===== src/rtl/dmem_arbiter.sv =====
// Two-requester arbiter and sequencer for the single-ported data memory.
// Port C is the core load/store unit and port D is the debug/loader port.
// Accesses are serialised IDLE -> ACCESS (MEM_LAT+1 cycles) -> RESP (1 cycle).
// Ties go round-robin, and the response goes only to the port that won.
module dmem_arbiter #(
  parameter int unsigned ADDR_W  = 10,
  parameter int unsigned DATA_W  = 64,
  parameter int unsigned MEM_LAT = 1
) (
  input  logic              clk,
  input  logic              rst,
  // Core port
  input  logic              c_req,
  input  logic              c_we,
  input  logic [ADDR_W-1:0] c_addr,
  input  logic [DATA_W-1:0] c_wdata,
  output logic              c_gnt,
  output logic              c_rvalid,
  output logic [DATA_W-1:0] c_rdata,
  // Debug port
  input  logic              d_req,
  input  logic              d_we,
  input  logic [ADDR_W-1:0] d_addr,
  input  logic [DATA_W-1:0] d_wdata,
  output logic              d_gnt,
  output logic              d_rvalid,
  output logic [DATA_W-1:0] d_rdata,
  // Memory port
  output logic              m_en,
  output logic              m_we,
  output logic [ADDR_W-1:0] m_addr,
  output logic [DATA_W-1:0] m_wdata,
  input  logic [DATA_W-1:0] m_rdata,
  output logic              busy
);

  localparam logic [3:0] LatCnt = 4'(MEM_LAT);

  typedef enum logic [1:0] {StIdle, StAccess, StResp} state_e;

  state_e              state_q;
  logic                last_q;   // 0 = C served last, 1 = D served last
  logic                win_q;    // 0 = C owns the current access, 1 = D
  logic [3:0]          cnt_q;
  logic                c_gnt_q, d_gnt_q, c_rvalid_q, d_rvalid_q;
  logic [DATA_W-1:0]   c_rdata_q, d_rdata_q;
  logic                m_en_q, m_we_q;
  logic [ADDR_W-1:0]   m_addr_q;
  logic [DATA_W-1:0]   m_wdata_q;

  logic                pick_d;
  logic                sel_we;
  logic [ADDR_W-1:0]   sel_addr;
  logic [DATA_W-1:0]   sel_wdata;
  logic [DATA_W-1:0]   cap_data;

  // Winner selection and request mux; a tie goes to the port not served last.
  always_comb begin
    pick_d = d_req;
    if (c_req && d_req) begin
      pick_d = ~last_q;
    end
    sel_we    = pick_d ? d_we    : c_we;
    sel_addr  = pick_d ? d_addr  : c_addr;
    sel_wdata = pick_d ? d_wdata : c_wdata;
    // Writes report zero read data.
    cap_data  = m_we_q ? '0 : m_rdata;
  end

  // Sequencing FSM with registered outputs; reset abandons any in-flight access.
  always_ff @(posedge clk or negedge rst) begin
    if (!rst) begin
      state_q    <= StIdle;
      last_q     <= 1'b1;
      win_q      <= 1'b0;
      cnt_q      <= '0;
      c_gnt_q    <= 1'b0;
      d_gnt_q    <= 1'b0;
      c_rvalid_q <= 1'b0;
      d_rvalid_q <= 1'b0;
      c_rdata_q  <= '0;
      d_rdata_q  <= '0;
      m_en_q     <= 1'b0;
      m_we_q     <= 1'b0;
      m_addr_q   <= '0;
      m_wdata_q  <= '0;
    end else begin
      c_gnt_q    <= 1'b0;
      d_gnt_q    <= 1'b0;
      c_rvalid_q <= 1'b0;
      d_rvalid_q <= 1'b0;
      m_en_q     <= 1'b0;
      case (state_q)
        StIdle: begin
          if (c_req || d_req) begin
            win_q     <= pick_d;
            last_q    <= pick_d;
            c_gnt_q   <= ~pick_d;
            d_gnt_q   <= pick_d;
            m_en_q    <= 1'b1;
            m_we_q    <= sel_we;
            m_addr_q  <= sel_addr;
            m_wdata_q <= sel_wdata;
            cnt_q     <= LatCnt;
            state_q   <= StAccess;
          end
        end
        StAccess: begin
          if (cnt_q == 4'd0) begin
            if (win_q) begin
              d_rvalid_q <= 1'b1;
              d_rdata_q  <= cap_data;
            end else begin
              c_rvalid_q <= 1'b1;
              c_rdata_q  <= cap_data;
            end
            m_we_q    <= 1'b0;
            m_addr_q  <= '0;
            m_wdata_q <= '0;
            state_q   <= StResp;
          end else begin
            cnt_q <= cnt_q - 4'd1;
          end
        end
        StResp: begin
          state_q <= StIdle;
        end
        default: begin
          state_q <= StIdle;
        end
      endcase
    end
  end

  assign c_gnt    = c_gnt_q;
  assign d_gnt    = d_gnt_q;
  assign c_rvalid = c_rvalid_q;
  assign d_rvalid = d_rvalid_q;
  assign c_rdata  = c_rdata_q;
  assign d_rdata  = d_rdata_q;
  assign m_en     = m_en_q;
  assign m_we     = m_we_q;
  assign m_addr   = m_addr_q;
  assign m_wdata  = m_wdata_q;
  assign busy     = (state_q != StIdle);

endmodule


===== config.mk =====
export PLATFORM = sky130hd
export DESIGN_NAME = dmem_arbiter
export DESIGN_NICKNAME = d
export VERILOG_FILES = /design/src/rtl/dmem_arbiter.sv
export SDC_FILE = /design/constraint.sdc
export NUM_CORES = 1
export LEC_CHECK = 0
export CORE_UTILIZATION = 35
export CTS_BUF_LIST = sky130_fd_sc_hd__clkbuf_8
export DETAILED_ROUTE_END_ITERATION = 6
export PLACE_DENSITY = 0.7
export SLEW_MARGIN = 25
export SYNTH_ARGS = -nofsm -noshare
export SYNTH_HDL_FRONTEND = slang
export SYNTH_SLANG_ARGS = --single-unit

===== constraint.sdc =====
create_clock -name clk -period 1.7 [get_ports clk]
set_input_delay 0.34 -clock clk [delete_from_list [all_inputs] [get_ports clk]]
set_output_delay 0.34 -clock clk [all_outputs]
set_load 0.05 [all_outputs]

==> results.tsv, run 1 <==
stage	metric	value	unit
status	status	complete, but fails checks	
status	failing checks	DRC, setup timing	
clocking	clock tree from TritonCTS	built	
sta	Final Hold Slack	0.266	ns
power	peak supply drop	1230	uV
clocking	clk sink count	216	
worst_setup_path	critical setup path kind	reg -> reg	
floorplan	die area	0.0276	mm^2
global_routing	antenna violations before repair	0	
power	Pleak	7.12	nW
floorplan	Initial Utilization	35.9	%
cells_and_area	Ant. Diodes	0	
sta	Rel. slew slack	75.1	%
drt	ANT nets after route	0	
worst_setup_path	CP delay by family, top	simple AND/OR/NAND/NOR gates	
worst_setup_path	WP data required	2.10	ns
sta	Slew Limit Fails	0	
clocking	cts bufs inserted	39	
floorplan	die span in y	166	um
global_routing	first-pass GRT wire length	47.3	mm
run	Max-Cap Viols	0	
clocking	CTS root buf	clkbuf_8	
sta	Final Hold Fails	0	
logic_synthesis	adder-cell share of the synthesized area	0.265	%
clocking	clk_lat worst skew	0.53	ns
worst_setup_path	Max FO, Critical Path	13	
worst_setup_path	Worst path slowest cell	dfrtp_1	
floorplan	site row count	59	
logic_synthesis	Synth Area in Compound Gates	9.62	%
drt	DR WL/cell	20.3	um
worst_setup_path	crit-path cells	nor4b_4 > and3b_2 > buf_12 > buf_16 > mux2_2	
floorplan	die width	166	um
worst_setup_path	Worst R2R Setup Slack	-0.06	ns
power	Power, Total	0.0336	W
power	PD cells	2190	mW/mm^2
drt	drt via density	4.98	
global_routing	largest net degree at the start of global routing	64	
logic_synthesis	yosys warns	0	
drt	total number of vias	7743	
sta	Clock Skews	0.0216	ns
placed_design	dpl ws	-0.198	ns
cells_and_area	area delta synth->final	62.4	%
logic_synthesis	syn_nets	949	
sta	share of the clock period used by the worst path	104	%
logic_synthesis	mean cell area of the mapped netlist	12.9	um^2
logic_synthesis	largest family of logic cells by synthesized area	multiplexers	
placed_design	Placed Cells	1463	
placed_design	dpl hpwl	20.9	mm
placed_design	PortBufs	426	
floorplan	core area	0.0263	mm^2
drt	1st-pass router iterations	7	
sta	post-layout minimum cycle time	1.76	ns
sta	RSZ-0062 raised after global routing	yes	
sta	highest achievable clock rate	567	MHz
clocking	H-Tree Depth	2	
clocking	clock buffer depth	3	
global_routing	all-layer global routing usage	21.7	%
worst_setup_path	Worst setup SP type	register	
drt	WL final	31.6	mm
floorplan	IO Pins	427	
cells_and_area	layout cells sized above 1	37.9	%
global_routing	Congestion Overflow GR	0	
logic_synthesis	Synth Area in XOR/XNOR	0	%
logic_synthesis	flops & latches, synth	216	
logic_synthesis	Syn Inst Count	729	
clocking	clock-pin slew on the worst setup and hold paths	0.06	ns
drt	Initial DRC Count	526	
worst_setup_path	CP Capture Type	register	
worst_setup_path	crit-path max cell delay	0.40	ns
cells_and_area	Final nets	1410	
global_routing	number of global-route vias before repair	8083	
logic_synthesis	mapped cell area	0.00943	mm^2
min_path	Hold Path Class	in -> async	
placed_design	RePlAce Congestion	0.785	
logic_synthesis	Post-Synth Simple-Gate Area	5.31	%
logic_synthesis	post-synthesis mux area share	23.5	%
worst_setup_path	worst path bufs/invs	2	
sta	setup TNS	-3.46	ns
cells_and_area	Layout Cells excl Fill	1556	
sta	setup violators final	105	
logic_synthesis	Distinct cells, synth	30	
drt	number of remaining DRC errors	30	
sta	worst slew pin tran	0.373	ns
sta	Final Worst Setup Slack	-0.0646	ns
worst_setup_path	WP data arrival	2.17	ns
logic_synthesis	post-synthesis sequential area ratio	57.3	%
worst reg2reg max path: cells and delay by family (launching register included):
| family | cells | cell delay (ns) |
|---|---|---|
| AND/OR/NAND/NOR | 2 | 0.57 |
| buffers and inverters | 2 | 0.32 |
| flip-flops | 1 | 0.40 |
| multiplexers | 1 | 0.36 |
report_power, final:
group | total [W] | switching [W] | leakage, nW | internal, W
clock network | 0.00503 | 0.00223 | 0.475 | 0.00280
registers | 0.00878 | 0.00131 | 2.74 | 0.00748
logic | 0.0198 | 0.0125 | 3.91 | 0.00725
total | 0.0336 | 0.0161 | 7.12 | 0.0175
state kept, by name, summed over array words and instances, names as in the netlist:
register,cells
m_addr,10
last_q,1
m_we,1
c_rdata,64
cnt_q,4
d_rdata,64
c_gnt,1
m_en,1
c_rvalid,1
state_q,2
win_q,1
m_wdata,64
d_gnt,1
d_rvalid,1
path summary, 6_finish.rpt:
kind	from	endpoint	cells past startpoint
setup / recovery	cnt_q[2]	c_rdata[0]	5
max in group asynchronous	rst	last_q	3
hold / removal	rst	c_rdata[51]	2
hold reg to reg	win_q	win_q	1
setup reg to reg	cnt_q[2]	c_rdata[0]	5
min in group clk	c_addr[8]	m_addr[8]	3
per-stage QoR:
step,util [%],instance area (um^2)
final,58.3,15300
after global routing,58.3,15300
after CTS,56.2,14800
after detailed placement,52.4,13800
after global placement,52.4,13800
after floorplan,-,9430
cells in the final DEF (no fill, tap or decap), drive strengths merged:
cell / count
nor2: 3
inv: 21
clkinvlp: 1
dlygate4sd3: 1
or3b: 1
clkinv: 3
mux2: 128
buf: 259
nor2b: 65
clkdlybuf4s50: 216
and2: 2
or4bb: 1
o21a: 1
a21oi: 1
clkbuf: 57
and3b: 1
ha: 2
a31oi: 1
a21boi: 1
dfrtp: 215
nor4b: 1
o21ai: 79
bufinv: 1
nor3: 1
o22ai: 75
mux2i: 77
nand3: 3
o2bb2ai: 1
dfstp: 1
and3: 1
a21o: 1
cell type report:
class	count	area, um^2
Sequential cell	216	5410
Clock buffer	50	688
Multi-Input combinational cell	446	4030
Clock inverter	22	121
Timing Repair Buffer	483	4620
Inverter	4	20.0
Fill cell	2241	11000
Tap cell	335	419
layer usage:
metal  share of wire (%)  global-route usage [%]
met2                  51                    37.4
met5                   0                       0
met1                  38                    25.8
met3                 8.6                    6.94
met4                 2.5                    6.66
logic make-up after synthesis:
group / count (synthesis)
flops: 216
mux: 205
compound gates: 160
simple gates: 79
buf+inv: 67
fa+ha+maj: 2
repair_timing:
| item | 4_1_cts | 5_1_grt |
|---|---|---|
| setup buffers | 3 | 6 |
| gates resized for setup | 36 | 68 |
| gates cloned | 1 | 10 |
| hold endpoints to repair | 75 | 0 |
| hold buffers | 1 | 0 |
| endpoints found under the setup margin | 124 | 135 |
| pin swaps | 3 | 4 |
Yosys cell counts:
library cell	n	share of area, %
a21o_1	1	0.080
o22ai_1	75	5.0
and3b_1	1	0.093
o2bb2ai_1	1	0.093
ha_1	2	0.27
buf_1	1	0.040
o21a_1	1	0.080
a21oi_1	1	0.053
o21ai_0	78	4.1
a21boi_0	1	0.080
and2_1	2	0.13
nor4b_2	1	0.16
a31oi_1	1	0.066
buf_6	10	1.2
buf_4	10	0.80
nor3_1	1	0.053
dfstp_2	1	0.28
mux2_2	128	15
nor2b_1	65	4.3
buf_2	12	0.64
nand3_1	3	0.16
and3_1	1	0.066
nor2_1	3	0.12
mux2i_1	77	8.2
or3b_2	1	0.093
o21ai_1	1	0.053
dfrtp_1	215	57
clkbuf_1	30	1.2
inv_1	4	0.16
or4bb_1	1	0.12
Note: power is estimated with default switching activity, not from simulation.
==> run 2: changes to the inputs <==
--- a/config.mk
+++ b/config.mk
@@ -9,7 +9,7 @@
 export CTS_BUF_LIST = sky130_fd_sc_hd__clkbuf_8
 export DETAILED_ROUTE_END_ITERATION = 6
 export PLACE_DENSITY = 0.7
-export SLEW_MARGIN = 25
+export SLEW_MARGIN = 20
 export SYNTH_ARGS = -nofsm -noshare
 export SYNTH_HDL_FRONTEND = slang
 export SYNTH_SLANG_ARGS = --single-unit
==> results of run 2 <==
No change in the layout: final DEF, timing and power equal those of run 1.
